<file path="config.mk">
export PLATFORM = sky130hd
export DESIGN_NAME = mic_reg_bank_cbus
export DESIGN_NICKNAME = d
export VERILOG_FILES = /design/src/rtl/mic_pkg.sv /design/src/rtl/mic_req_chan.sv /design/src/rtl/mic_reg_bank_cbus.sv
export SDC_FILE = /design/constraint.sdc
export NUM_CORES = 1
export LEC_CHECK = 0
export ABC_AREA = 0
export CAP_MARGIN = 0
export CORE_MARGIN = 3
export CORE_UTILIZATION = 54
export DETAILED_ROUTE_END_ITERATION = 10
export PLACE_DENSITY = 0.8
export SLEW_MARGIN = 25
export SYNTH_ARGS = -nofsm -noshare
export SYNTH_HDL_FRONTEND = slang
export SYNTH_SLANG_ARGS = --single-unit
export TNS_END_PERCENT = 10
</file>
<file path="constraint.sdc">
create_clock -name clk -period 1.7 [get_ports clk]
set_input_delay 0.255 -clock clk [delete_from_list [all_inputs] [get_ports clk]]
set_output_delay 0.255 -clock clk [all_outputs]
set_load 0.005 [all_outputs]
</file>
<file path="src/rtl/mic_pkg.sv">
// Shared constants and enumerations for the MIC register bank and its request channels.
package mic_pkg;

   localparam int unsigned DATA_W = 32;
   localparam int unsigned ADDR_W = 32;
   localparam int unsigned NREGS  = 9;

   // Register index as used by the C-bus write mask and the B-bus select
   typedef enum logic [3:0] {
      R_H   = 4'd0,
      R_OPC = 4'd1,
      R_TOS = 4'd2,
      R_CPP = 4'd3,
      R_LV  = 4'd4,
      R_SP  = 4'd5,
      R_PC  = 4'd6,
      R_MDR = 4'd7,
      R_MAR = 4'd8
   } reg_idx_e;

   typedef enum logic [1:0] {
      IDLE    = 2'd0,
      RD_PEND = 2'd1,
      WR_PEND = 2'd2
   } mem_state_e;

   typedef enum logic {
      F_IDLE = 1'b0,
      F_PEND = 1'b1
   } fetch_state_e;

endpackage

</file>
<file path="src/rtl/mic_req_chan.sv">
// One request/ack channel: captures an address on an accepted strobe, holds a
// level request until ack, and flags strobes that arrive while still pending.
module mic_req_chan
   import mic_pkg::*;
#(
   parameter int unsigned ADDR_W = mic_pkg::ADDR_W
) (
   input  logic              clk,
   input  logic              reset,
   input  logic              strobe_i,
   input  logic              wr_i,
   input  logic [ADDR_W-1:0] addr_i,
   input  logic              ack_i,
   output logic [1:0]        state_o,
   output logic [ADDR_W-1:0] addr_o,
   output logic              accept_c,
   output logic              done_c,
   output logic              viol_c
);

   mem_state_e        state_q;
   logic [ADDR_W-1:0] addr_q;

   // Channel FSM: IDLE accepts a strobe, any pending state waits for ack
   always_ff @(posedge clk) begin
      if (reset) begin
         state_q <= IDLE;
         addr_q  <= '0;
      end else begin
         case (state_q)
            IDLE: begin
               if (strobe_i) begin
                  state_q <= wr_i ? WR_PEND : RD_PEND;
                  addr_q  <= addr_i;
               end
            end
            default: begin
               if (ack_i) begin
                  state_q <= IDLE;
               end
            end
         endcase
      end
   end

   // Same-edge status seen by the owner of this channel
   always_comb begin
      accept_c = strobe_i & (state_q == IDLE);
      done_c   = ack_i    & (state_q != IDLE);
      viol_c   = strobe_i & (state_q != IDLE);
   end

   assign state_o = state_q;
   assign addr_o  = addr_q;

endmodule

</file>
<file path="src/rtl/mic_reg_bank_cbus.sv">
// MIC datapath register bank: C-bus writes, B-bus source mux, and the memory
// and opcode-fetch handshakes that load MDR and MBR.
module mic_reg_bank_cbus
   import mic_pkg::*;
#(
   parameter int unsigned DATA_W = mic_pkg::DATA_W,
   parameter int unsigned ADDR_W = mic_pkg::ADDR_W
) (
   input  logic              clk,
   input  logic              reset,
   input  logic [DATA_W-1:0] c_bus,
   input  logic [8:0]        c_wr,
   input  logic [2:0]        b_sel,
   output logic [DATA_W-1:0] b_bus,
   output logic [DATA_W-1:0] h_out,
   output logic [7:0]        mbr_out,
   input  logic              mem_rd,
   input  logic              mem_wr,
   input  logic              mem_fetch,
   output logic [ADDR_W-1:0] mem_addr,
   output logic [DATA_W-1:0] mem_wdata,
   output logic              mem_rd_req,
   output logic              mem_wr_req,
   input  logic              mem_ack,
   input  logic [DATA_W-1:0] mem_rdata,
   output logic [ADDR_W-1:0] fetch_addr,
   output logic              fetch_req,
   input  logic              fetch_ack,
   input  logic [7:0]        fetch_data,
   output logic              busy,
   output logic              err
);

   logic [DATA_W-1:0] regs_q [NREGS];
   logic [DATA_W-1:0] regs_d [NREGS];
   logic [DATA_W-1:0] wdata_q, wdata_d;
   logic [7:0]        mbr_q, mbr_d;
   logic              err_q, err_d;

   logic [1:0]   m_state;
   logic         m_accept, m_done, m_viol;
   logic [1:0]   f_state;
   logic         f_accept, f_done, f_viol;
   logic         rd_done;
   fetch_state_e f_st;

   assign rd_done = m_done & (mem_state_e'(m_state) == RD_PEND);

   // Memory read/write channel; the request type is write whenever mem_wr is set
   mic_req_chan #(.ADDR_W(ADDR_W)) u_mem_chan (
      .clk      (clk),
      .reset    (reset),
      .strobe_i (mem_rd | mem_wr),
      .wr_i     (mem_wr),
      .addr_i   (ADDR_W'(regs_d[R_MAR])),
      .ack_i    (mem_ack),
      .state_o  (m_state),
      .addr_o   (mem_addr),
      .accept_c (m_accept),
      .done_c   (m_done),
      .viol_c   (m_viol)
   );

   // Opcode fetch channel, always a read
   mic_req_chan #(.ADDR_W(ADDR_W)) u_fetch_chan (
      .clk      (clk),
      .reset    (reset),
      .strobe_i (mem_fetch),
      .wr_i     (1'b0),
      .addr_i   (ADDR_W'(regs_d[R_PC])),
      .ack_i    (fetch_ack),
      .state_o  (f_state),
      .addr_o   (fetch_addr),
      .accept_c (f_accept),
      .done_c   (f_done),
      .viol_c   (f_viol)
   );

   // Next register values: C bus first, read data into MDR only when C bus leaves it alone
   always_comb begin
      for (int i = 0; i < int'(NREGS); i++) begin
         regs_d[i] = c_wr[i] ? c_bus : regs_q[i];
      end
      if (rd_done && !c_wr[R_MDR]) begin
         regs_d[R_MDR] = mem_rdata;
      end
      wdata_d = m_accept ? regs_d[R_MDR] : wdata_q;
      mbr_d   = f_done ? fetch_data : mbr_q;
      err_d   = err_q | m_viol | f_viol
              | (m_accept & mem_rd & mem_wr)
              | (rd_done & c_wr[R_MDR]);
   end

   // Register array, MBR, captured write data and sticky error
   always_ff @(posedge clk) begin
      if (reset) begin
         for (int i = 0; i < int'(NREGS); i++) begin
            regs_q[i] <= '0;
         end
         wdata_q <= '0;
         mbr_q   <= '0;
         err_q   <= 1'b0;
      end else begin
         for (int i = 0; i < int'(NREGS); i++) begin
            regs_q[i] <= regs_d[i];
         end
         wdata_q <= wdata_d;
         mbr_q   <= mbr_d;
         err_q   <= err_d;
      end
   end

   // Output decode, all from current register state
   always_comb begin
      f_st       = (f_state != 2'(IDLE)) ? F_PEND : F_IDLE;
      b_bus      = regs_q[4'(b_sel)];
      h_out      = regs_q[R_H];
      mbr_out    = mbr_q;
      mem_wdata  = wdata_q;
      mem_rd_req = (mem_state_e'(m_state) == RD_PEND);
      mem_wr_req = (mem_state_e'(m_state) == WR_PEND);
      fetch_req  = (f_st == F_PEND);
      busy       = (mem_state_e'(m_state) != IDLE) | (f_st != F_IDLE);
      err        = err_q;
   end

endmodule

</file>
# Yosys cells after proc, flatten, opt, wreduce, memory -nomap -nowiden
# Memories as Yosys holds them, arrays and structs flattened.
# Index checks and enable logic that the tools add are counted.
# totals
mem_count	1
register_bits	109
ram_bits	288
input_bits	91
out_inout_bits	173
# memory_table
memory	words	word_bits	rd	rd_ports_with_merged_regs	wr	line	rtl
regs_q	9	32	5	0	9	mic_reg_bank_cbus.sv:34	logic [DATA_W-1:0] regs_q [NREGS];
# op_classes
n_bitwise	24
n_mux	30
eq_ne	10
reduce_logical	18
# ops
operator	n
$mux 32	19
$reduce_and 2->1	10
$or 1x1->1	15
$mux 2	7
$and 1x1->1	9
$reduce_bool 2->1	4
$ne 1x1->1 const B	6
$logic_not 2->1	2
$mux 1	4
$eq 2x1->1 const B	1
$eq 2x2->1 const B	1
$ne 2x1->1 const B	1
$ne 2x2->1 const B	1
$logic_and 1x1->1	1
$logic_not 1->1	1

# Longest topological paths before layout
# Gate-level depths: netlist (run 1).
# logic_depth
depth_word	6
ltp_mapped	6

# Modules after synthesis
# Synthesis (run 1) repeated with hierarchy kept, for this count alone.
# hier_totals
hier_cells	1291
area_unflattened_um2	18255.0
# modules_own_cells
mod	n_inst	area_per_inst_um2	cells_per_inst
mic_reg_bank_cbus	1	15169.5	991
mic_req_chan	2	1542.7	150

# Least setup slack after synthesis (run 1)
# Ideal clock, no wire load.
# synth_timing
path_type	input to output
start	input b_sel[0]
end	output b_bus[0]
cell_stages	4
t_required_ns	1.445
setup_slack_ns	0.100
arrival_ns	1.345
n_path_buf	2
path_cell_list	buf_6 buf_6 mux4_1 mux2_2
# synth_between
elab_chain_cells	1
# synth_lines
element	line	rtl
from (decl)	mic_reg_bank_cbus.sv:13	input logic [2:0] b_sel,
$mem_v2 9x32	-	
to (decl)	mic_reg_bank_cbus.sv:14	output logic [DATA_W-1:0] b_bus,
# Every way passes these cells.

==> reports/qor.txt, run 1 <==
Mapped cell area = 16800 um^2
Setup violations, final = 32
Gr usage total = 0.285
Initial Utilization = 0.557
Die Wd = 182 um
Worst-Skew Late Latency = 0.53 ns
CP max stage delay = 0.49 ns
Placed inst area = 21300 um^2
DRT iter0 DRCs = 1260
Min-Delay Path Depth = 2
Overall power = 24.6 mW
Reg-to-Reg Start = u_mem_chan.state_o[1]
Top cells by area, synth = edfxtp_1 (51%), dfxtp_1 (13%), mux4_1 (10%)
DR pass1 iterations = 5
Top cells by count, synth = edfxtp_1 (288), nor2_1 (130), dfxtp_1 (108), mux2i_1 (96), nor2b_1 (68)
Post-synth EDFFs = 288
Sequential cell area = 10800 um^2
Crit path DAT = 1.87 ns
Peak VDD IR = 0.715 mV
Core Area = 30200 um^2
Post-synthesis register bit count = 396
CP Max Fanout = 2
Hold Path End = u_fetch_chan.addr_o[29]
Switching pwr = 5.83 mW
Reg2reg end = regs_q[7][9]
Net Sw Frac = 0.237
Dpl hpwl = 32400 um
Fraction of layout cells with a size suffix above 1 = 0.292
Clk pwr share = 0.369
Root Driver = clkbuf_16
Die Ht = 182 um
Via/cell ratio = 5.81
Total grt overflow = 0
Worst Skew = 0.0104 ns
Row count = 63
CP delay by family, top = multiplexers
Worst path required time = 1.44 ns
Area delta synth->final = 35.5%
Status = complete, but fails checks
Clock Tree Buf Depth = 3
Dpl cells = 1919
Crit Path Category = register to primary output
Max Fclk = 0.470 GHz
First-pass GRT wire length = 72500 um
CTS tree = built
Num CTS Buffers = 42
Ys async rst share = 0
Final Hold Viols = 0
Pin count of the biggest net entering global routing = 47
Critical Path Slowest Stage Cell = mux4_2
Main synth FF type = edfxtp_1
Detailed-route wire length = 48400 um
CP endpoint kind = primary output
Design area = 22800 um^2
CP cell instances = mux4_2 -> mux2_4 -> buf_6
Antenna cells = 0
Final hold slack = 0.0701 ns
Comb pwr share = 0.157
# clock sinks = 396
CTS H-tree depth = 2
Port buffer count = 263
R2r setup slk = 0.18 ns
Drt drc = 0
Fin crit share = 1.25
Worst Path Buf+Inv = 1
Synth cell types = 33
Reg power frac = 0.474
Post-synthesis sequential area ratio = 0.643
Final worst setup slack = -0.427 ns
Final layout net count = 1699
Area of the multi-input gates = 5840 um^2
Initial antenna violation count = 0
Critical path depth in cells = 3
Post-Synthesis Cells = 1116
Post-layout minimum cycle time = 2.13 ns
Routed Antenna Nets = 0
Yosys warns = 0
CP Launch Type = register
Power Density = 1080 nW/um^2
Count of final max-slew check failures = 0
Filler cells = 1883
Min-Delay Path Class = input pin to register
Synth Area per Inst = 15.1 um^2
Failing checks = setup timing
P_leak = 9.45 nW
Largest area contributor in the netlist = edfxtp_1
Number of global-route vias before repair = 12000
Non-Filler Instances = 2031
Vias after detailed routing = 11800
HP Start = reset
R2R cell count = 4
Routed length per instance = 23.8 um
Max capacitance violation total = 0
Dpl ws = -0.546 ns
Internal power = 18.8 mW
RSZ-0062 raised after global routing = true
Routability cong. = 0.813
Worst-path clk slew = 0.06 ns
Top-area cell type share of the netlist area = 0.514
Most frequent cell after synthesis = edfxtp_1
# IOs = 264
DIE AREA = 33300 um^2
[placed cells by master, fill, tap and decap left out, drive strengths merged]
cell	instances
a211oi	64
a21oi	42
a221oi	1
a31oi	1
and2	2
buf	250
bufinv	3
clkbuf	61
clkdlybuf4s50	163
clkinv	11
clkinvlp	4
conb	96
dfxtp	108
dlygate4sd2	13
dlymetal6s2s	13
edfxtp	288
inv	2
mux2	64
mux2i	96
mux4	64
nand2	49
nand2b	1
nand3	2
nand3b	1
nand4bb	1
nor2	131
nor2b	68
nor3	1
o21ai	1
o22ai	32
or2	7
or3	1
[cells by family after synthesis]
kind of cell,share of synthesized area
flip-flops,0.643
AND/OR/NAND/NOR,0.0717
multiplexers,0.200
AO/OA/AOI/OAI,0.0580
buffers and inverters,0.0274
other,0.000223
[cell type report]
cell class,instances,share of cell area
multi-input cells,725,0.256
flip-flops and latches,396,0.475
clock inverters,19,0.00813
clock buffers,58,0.0524
well taps,390,0.0214
inverters,1,0.000165
repair buffers,442,0.186
[metrics by stage]
| step | TNS, ns | util |
|---|---|---|
| 2_1_floorplan | 0 | - |
| 3_3_place_gp | -16.93 | 0.705 |
| 3_5_place_dp | -18.62 | 0.705 |
| 4_1_cts | -12.62 | 0.752 |
| 5_1_grt | -13.47 | 0.755 |
| 6_report | -12.29 | 0.755 |
[sequential cells by signal, indices dropped and copies added (netlist names)]
register and flops:
u_fetch_chan.addr_o 32, regs_q 288, mbr_out 8, mem_wdata 32
u_mem_chan.state_o 2, err 1, u_fetch_chan.state_o 1, u_mem_chan.addr_o 32
[repair_timing]
item / 4_1_cts / 5_1_grt
gates resized for setup: 297 / 36
setup endpoints to repair: 87 / 50
buffers inserted: 29 / 6
hold buffers: 0 / 0
[worst register-to-register path, cell delays in order, from the launching register on]
cell,delay [ns]
dfxtp_4,0.38
nand4bb_4,0.16
buf_4,0.29
mux2i_1,0.37
nor2_1,0.07
[power groups by stage]
stage	Sequential, mW	Clock (mW)	Combinational (mW)
2_1_floorplan	11.7	0	1.59
3_3_place_gp	11.8	0	3.54
3_5_place_dp	11.8	0	3.64
4_1_cts	11.7	9.17	3.83
5_1_grt	11.7	9.57	4.11
6_report	11.7	9.08	3.87
[routing by layer]
metal	track usage	vias to the layer above	wire length (um)
li1	-	5113	-
met1	0.376	5917	18900
met2	0.478	670	23600
met3	0.0510	107	4090
met4	0.101	0	1740
met5	0	-	0
[worst max path at each step]
stage	endpoint	slack [ns]	startpoint
2_1_floorplan	b_bus[0]	0.10	b_sel[0]
3_3_place_gp	b_bus[20]	-0.51	b_sel[0]
3_5_place_dp	b_bus[12]	-0.55	b_sel[0]
4_1_cts	b_bus[24]	-0.43	regs_q[7][24]
5_1_grt	b_bus[22]	-0.46	regs_q[7][22]
6_report	b_bus[18]	-0.43	regs_q[7][18]
Power figures use the tool's default switching activity.
==> run 2, diff against run 1 <==
==> constraint.sdc (replaced) <==
create_clock -name clk -period 2.1 [get_ports clk]
set_input_delay 0.315 -clock clk [delete_from_list [all_inputs] [get_ports clk]]
set_output_delay 0.315 -clock clk [all_outputs]
set_load 0.005 [all_outputs]
==> run 2 against run 1 <==
  * The run still ends with setup timing left
  * Hold slack better by 0.11 ns
  * Cell area is 3.3% lower
  * Clock power is 19% lower
  * Highest routed layer unchanged
  * Register-to-register slack better by 0.30 ns
  * Sequential cell count stayed put
  * Total power is 20% lower
  * Clock skew is 0.011 ns higher
  * Global-route usage is 1.6 points lower
==> reports/qor.txt, run 2 (synthesized netlist as in run 1, its figures left out) <==
Count of final max-slew check failures = 0 (unchanged)
Worst path required time = 1.78 ns (+0.34 ns)
Die Ht = 182 um (unchanged)
DRT iter0 DRCs = 1188 (-5.7%)
# IOs = 264 (unchanged)
Core Area = 30200 um^2 (unchanged)
Crit path DAT = 1.87 ns (about the same)
Initial Utilization = 0.557 (unchanged)
Root Driver = clkbuf_16
Number of global-route vias before repair = 11600 (-3.5%)
Port buffer count = 263 (unchanged)
Post-layout minimum cycle time = 2.18 ns
Power Density = 894 nW/um^2 (-17%)
Worst Skew = 0.0217 ns (+0.0113 ns)
Pin count of the biggest net entering global routing = 65 (+38%)
Fraction of layout cells with a size suffix above 1 = 0.222 (-0.0697)
Num CTS Buffers = 41 (-2.4%)
P_leak = 8.68 nW (-8.1%)
Status = complete, but fails checks
Max capacitance violation total = 0 (unchanged)
Routability cong. = 0.796 (-2.1%)
Critical Path Slowest Stage Cell = mux4_2
Worst-margin pin slew = 0.918 ns
Relative slew slack = 0.388
CP cell instances = mux4_2 -> mux2_4 -> buf_6
Dpl hpwl = 29500 um (-9.0%)
Worst-path clk slew = 0.06 ns (about the same)
CTS tree = built
Row count = 63 (unchanged)
Final worst setup slack = -0.0808 ns (+0.346 ns)
Initial antenna violation count = 2 (+2)
Dpl cells = 1828 (-4.7%)
Design area = 22000 um^2 (-3.3%)
Number of flip-flops in the largest register = 288 (unchanged)
CP max stage delay = 0.51 ns (+0.02 ns)
DR pass1 iterations = 5 (unchanged)
# clock sinks = 396 (unchanged)
Peak VDD IR = 0.670 mV (-6.3%)
Clock Tree Buf Depth = 3 (unchanged)
Failing checks = setup timing
Worst-Skew Late Latency = 0.53 ns (about the same)
Crit Path Category = register to primary output
CP Launch Type = register
CP Max Fanout = 2 (unchanged)
Routed Antenna Nets = 0 (unchanged)
DIE AREA = 33300 um^2 (unchanged)
Placed inst area = 20500 um^2 (-3.9%)
Routed length per instance = 23.4 um (-1.6%)
Util after Layout = 0.730 (-0.0251)
Final Hold Viols = 0 (unchanged)
Top register by number of flip-flops = regs_q
Filler cells = 1943 (+3.2%)
Non-Filler Instances = 1945 (-4.2%)
Min-Delay Path Class = input pin to register
First-pass GRT wire length = 68500 um (-5.5%)
Gr usage total = 0.269 (-0.0160)
R2r setup slk = 0.48 ns (+0.30 ns)
Drt drc = 0 (unchanged)
Final layout net count = 1611 (-5.2%)
Total grt overflow = 0 (unchanged)
Vias after detailed routing = 11200 (-5.5%)
RSZ-0062 raised after global routing = true
CTS H-tree depth = 2 (unchanged)
Setup violations, final = 30 (-6.3%)
Via/cell ratio = 5.74 (-1.3%)
CP endpoint kind = primary output
Max Fclk = 0.459 GHz
Most common cell after layout, fill and taps aside = edfxtp_1
Area delta synth->final = 31.0%
Fin crit share = 1.04
Detailed-route wire length = 45600 um (-5.8%)
Die Wd = 182 um (unchanged)
Most frequent cells in the layout = edfxtp_1 (288), clkdlybuf4s50_1 (224), nor2_1 (130)
run 2: layout make-up:
cell class	instances	area, um^2	share of cell area
flip-flops and latches	396	10800	0.491
multi-input cells	725	5820	0.264
repair buffers	355	3510	0.159
clock buffers	65	1280	0.0581
well taps	390	488	0.0222
clock inverters	11	108	0.00488
diodes	2	5.00	0.000227
inverters	1	3.75	0.000170
run 2: final timing paths:
path / endpoint / from / cells past startpoint
worst min-delay path: u_mem_chan.addr_o[29] / reset / 2
worst max register to register: mem_wdata[0] / u_mem_chan.state_o[1] / 3
worst max-delay path: b_bus[6] / regs_q[7][6] / 3
worst min register to register: mbr_out[6] / mbr_out[6] / 2
run 2: per-stage QoR:
| stage | power [mW] | setup TNS, ns | setup slack [ns] | hold WS [ns] |
|---|---|---|---|---|
| 3_3_place_gp | 12.2 | -5.78 | -0.222 | 0.442 |
| 3_5_place_dp | 12.3 | -9.24 | -0.247 | 0.450 |
| 4_1_cts | 19.7 | -1.45 | -0.107 | 0.155 |
| 6_report | 19.7 | -0.839 | -0.0808 | 0.177 |
| 2_1_floorplan | 10.8 | 0 | 0.380 | 0.451 |
| 5_1_grt | 20.3 | -2.32 | -0.127 | 0.179 |
run 2: critical path: cells and delay by family (launching register included):
family	cells	cell delay (ns)
multiplexers	2	0.78
buffers and inverters	1	0.11
flip-flops	1	0.44
run 2: where the power goes:
part / internal, mW / total, mW / switching [mW]
clock: 4.43 / 7.35 / 2.91
sequential: 9.13 / 9.44 / 0.320
combinational: 1.59 / 2.90 / 1.31
run 2: per-layer routing:
| layer | wire length [um] | vias up | global-route usage |
|---|---|---|---|
| met5 | 0 | - | 0 |
| li1 | - | 4948 | - |
| met4 | 1560 | 0 | 0.104 |
| met1 | 18000 | 5522 | 0.358 |
| met3 | 4120 | 99 | 0.0604 |
| met2 | 21900 | 590 | 0.434 |
run 2: what timing repair did:
item                       in CTS  in global routing
gates resized for setup       218                 25
setup endpoints to repair      33                 33
buffers inserted               39                  0
hold buffers                    0                  0
==> run 3, diff against run 2 <==
--- a/config.mk
+++ b/config.mk
@@ -8,11 +8,12 @@
 export ABC_AREA = 0
 export CAP_MARGIN = 0
 export CORE_MARGIN = 3
-export CORE_UTILIZATION = 54
+export CORE_UTILIZATION = 55
 export DETAILED_ROUTE_END_ITERATION = 10
-export PLACE_DENSITY = 0.8
+export PLACE_DENSITY = 0.81
 export SLEW_MARGIN = 25
 export SYNTH_ARGS = -nofsm -noshare
 export SYNTH_HDL_FRONTEND = slang
+export SYNTH_HIERARCHICAL = 1
 export SYNTH_SLANG_ARGS = --single-unit
 export TNS_END_PERCENT = 10
==> run 3 against run 2 <==
  * Area after synthesis rose by 8.5%
  * The flow still finishes with violations (setup timing)
  * Die area rose by 6.3%
  * Synthesized cell count rose by 16%
  * First-iteration DRC count rose by 0.84%
  * Clock power rose by 3.7%
  * Register-to-register slack got worse by 0.30 ns
  * Highest routed layer is now met5
  * Final cell count rose by 10%
  * Sequential share of layout area fell by 2.9 points
  * Sequential power barely moved
  * Non-clock buffer count fell by 15
==> reports/qor.txt, run 3 <==
Top cells by count, synth = edfxtp_1 (288), nor2b_1 (131), nand2b_1 (130), mux2_2 (128), dfxtp_1 (109)
Post-synth EDFFs = 288 (unchanged)
Filler cells = 2141 (+10%)
Area of the multi-input gates = 7190 um^2 (+23%)
Most frequent cell after synthesis = edfxtp_1
Number of flip-flops in the largest register = 288 (unchanged)
R2R cell count = 5 (+2)
Max capacitance violation total = 0 (unchanged)
Pin count of the biggest net entering global routing = 186 (+190%)
First-pass GRT wire length = 71900 um (+5.0%)
CP max stage delay = 0.50 ns (about the same)
Mapped cell area = 18300 um^2 (+8.5%)
Worst-path clk slew = 0.06 ns (about the same)
Worst path required time = 1.78 ns (about the same)
Most common cell after layout, fill and taps aside = edfxtp_1
Status = complete, but fails checks
Relative slew slack = 0.483 (+0.0946)
Fin crit share = 1.04 (+0.00263)
Top register by number of flip-flops = regs_q
Final layout net count = 1757 (+9.1%)
Synth cell types = 32 (-3.0%)
Most frequent cells in the layout = edfxtp_1 (288), clkdlybuf4s50_1 (221), nand2b_1 (130)
Dpl cells = 2028 (+11%)
CP endpoint kind = primary output
Initial antenna violation count = 4 (+2)
Ys async rst share = 0 (unchanged)
Top-area cell type share of the netlist area = 0.474 (-0.0404)
Worst Skew = 0.0184 ns (-0.00334 ns)
Final worst setup slack = -0.0863 ns (-0.00553 ns)
Max Fclk = 0.457 GHz (-0.25%)
Fraction of layout cells with a size suffix above 1 = 0.226 (+0.00341)
Synth Area per Inst = 14.1 um^2 (-6.2%)
Overall power = 20.0 mW (+1.7%)
Dpl hpwl = 28600 um (-2.8%)
Port buffer count = 263 (unchanged)
# IOs = 264 (unchanged)
Root Driver = clkbuf_16
CP Launch Type = register
Reg-to-Reg Start = u_mem_chan/state_o[1]
Hold Path End = mbr_out[3]
Post-synthesis register bit count = 397 (+0.25%)
Clock Tree Buf Depth = 3 (unchanged)
Count of final max-slew check failures = 0 (unchanged)
HP Start = reset
Crit Path Category = register to primary output
Final Hold Viols = 0 (unchanged)
DIE AREA = 35400 um^2 (+6.3%)
Vias after detailed routing = 12100 (+8.5%)
Num CTS Buffers = 41 (unchanged)
Detailed-route wire length = 47200 um (+3.7%)
Util after Layout = 0.719 (-0.0108)
RSZ-0062 raised after global routing = true
Gr usage total = 0.263 (-0.00616)
Routability cong. = 0.857 (+7.6%)
Drt drc = 0 (unchanged)
Min-Delay Path Class = input pin to register
R2r setup slk = 0.18 ns (-0.30 ns)
Via/cell ratio = 5.65 (-1.5%)
DR pass1 iterations = 5 (unchanged)
Reg2reg end = mem_wdata[4]
Crit path DAT = 1.87 ns (about the same)
Critical Path Slowest Stage Cell = mux4_2
Routed length per instance = 22.0 um (-5.9%)
Sequential cell area = 10800 um^2 (+0.16%)
P_leak = 8.85 nW (+1.9%)
Number of global-route vias before repair = 12300 (+6.4%)
Core Area = 32600 um^2 (+8.0%)
Main synth FF type = edfxtp_1
Power Density = 854 nW/um^2 (-4.4%)
Yosys warns = 6 (+6)
Area delta synth->final = 28.5%
Die Ht = 188 um (+3.1%)
Routed Antenna Nets = 0 (unchanged)
Largest area contributor in the netlist = edfxtp_1
Post-layout minimum cycle time = 2.19 ns (+0.00553 ns)
CP cell instances = mux4_2 -> mux2_4 -> buf_6
Post-Synthesis Cells = 1291 (+16%)
Initial Utilization = 0.560 (+0.00248)
Worst-margin pin slew = 0.776 ns (-0.142 ns)
Worst-Skew Late Latency = 0.54 ns (about the same)
CP Max Fanout = 2 (unchanged)
Worst Path Buf+Inv = 1 (unchanged)
CTS tree = built
Setup violations, final = 29 (-3.3%)
# clock sinks = 397 (+0.25%)
CP delay by family, top = multiplexers
Total grt overflow = 0 (unchanged)
Peak VDD IR = 0.620 mV (-7.4%)
Non-Filler Instances = 2143 (+10%)
Row count = 66 (+4.8%)
Min-Delay Path Depth = 2 (unchanged)
DRT iter0 DRCs = 1198 (+0.84%)
Post-synthesis sequential area ratio = 0.593 (-0.0494)
Top cells by area, synth = edfxtp_1 (47%), dfxtp_1 (12%), mux2_2 (7.9%)
Failing checks = setup timing
Final setup TNS = -1.18 ns (-0.346 ns)
Die Wd = 188 um (+3.1%)
Final hold slack = 0.0722 ns (-0.104 ns)
Cts hold-fix bufs = 0 (unchanged)
CTS H-tree depth = 2 (unchanged)
[run 3: logic make-up (layout without fill, tap and decap cells)]
logic type / count (synthesis) / count (layout) / share of synthesized area
simple gates: 419 / 419 / 0.138
flops: 397 / 397 / 0.593
buf+inv: 136 / 447 / 0.0357
compound gates: 73 / 73 / 0.0272
mux: 264 / 264 / 0.206
other cells: 2 / 101 / 0.000411
[run 3: final cells by class]
class,count,share of cell area
well taps,442,0.0236
clock inverters,24,0.0139
inverters,32,0.00512
diodes,3,0.000320
flip-flops and latches,397,0.462
clock buffers,51,0.0466
multi-input cells,854,0.307
repair buffers,340,0.142
[run 3: what timing repair did]
item	CTS	global route
gates cloned	0	0
setup buffers	28	8
endpoints found under the hold margin	0	0
gates resized for setup	179	25
endpoints found under the setup margin	35	33
pin swaps	0	0
[run 3: layer usage]
metal / wire (um) / vias to the layer above / part of all wire / GRT usage
met2: 22800 / 550 / 0.48 / 0.429
met5: 20 / - / 0.00042 / 0
met4: 1540 / 2 / 0.033 / 0.0978
met3: 3900 / 111 / 0.082 / 0.0573
li1: - / 5418 / - / -
met1: 19000 / 6032 / 0.40 / 0.349
[run 3: worst max-delay path by stage]
stage          slack (ns)           end          start  cells after the start
2_1_floorplan        0.08  mem_wdata[0]         mem_wr                     10
6_report            -0.09     b_bus[25]  regs_q[6][25]                      3
4_1_cts             -0.15      b_bus[7]   regs_q[7][7]                      3
5_1_grt             -0.13     b_bus[31]  regs_q[6][31]                      3
3_5_place_dp        -0.40  mem_wdata[1]         mem_wr                      6
3_3_place_gp        -0.26  mem_wdata[9]         mem_wr                      6
[run 3: stage by stage]
| step | setup slack (ns) | instance area, um^2 |
|---|---|---|
| after floorplan | 0.0814 | 18600 |
| after global placement | -0.257 | 21800 |
| after detailed placement | -0.403 | 21800 |
| after CTS | -0.153 | 23400 |
| after global routing | -0.130 | 23400 |
| final | -0.0863 | 23400 |
[run 3: report_power, final]
part | internal [mW] | total [mW] | leakage, nW | switching, mW
Sequential | 9.13 | 9.42 | 3.91 | 0.286
Combinational | 1.67 | 3.00 | 4.25 | 1.33
Clock | 4.59 | 7.62 | 0.691 | 3.03
Total | 15.4 | 20.0 | 8.85 | 4.64
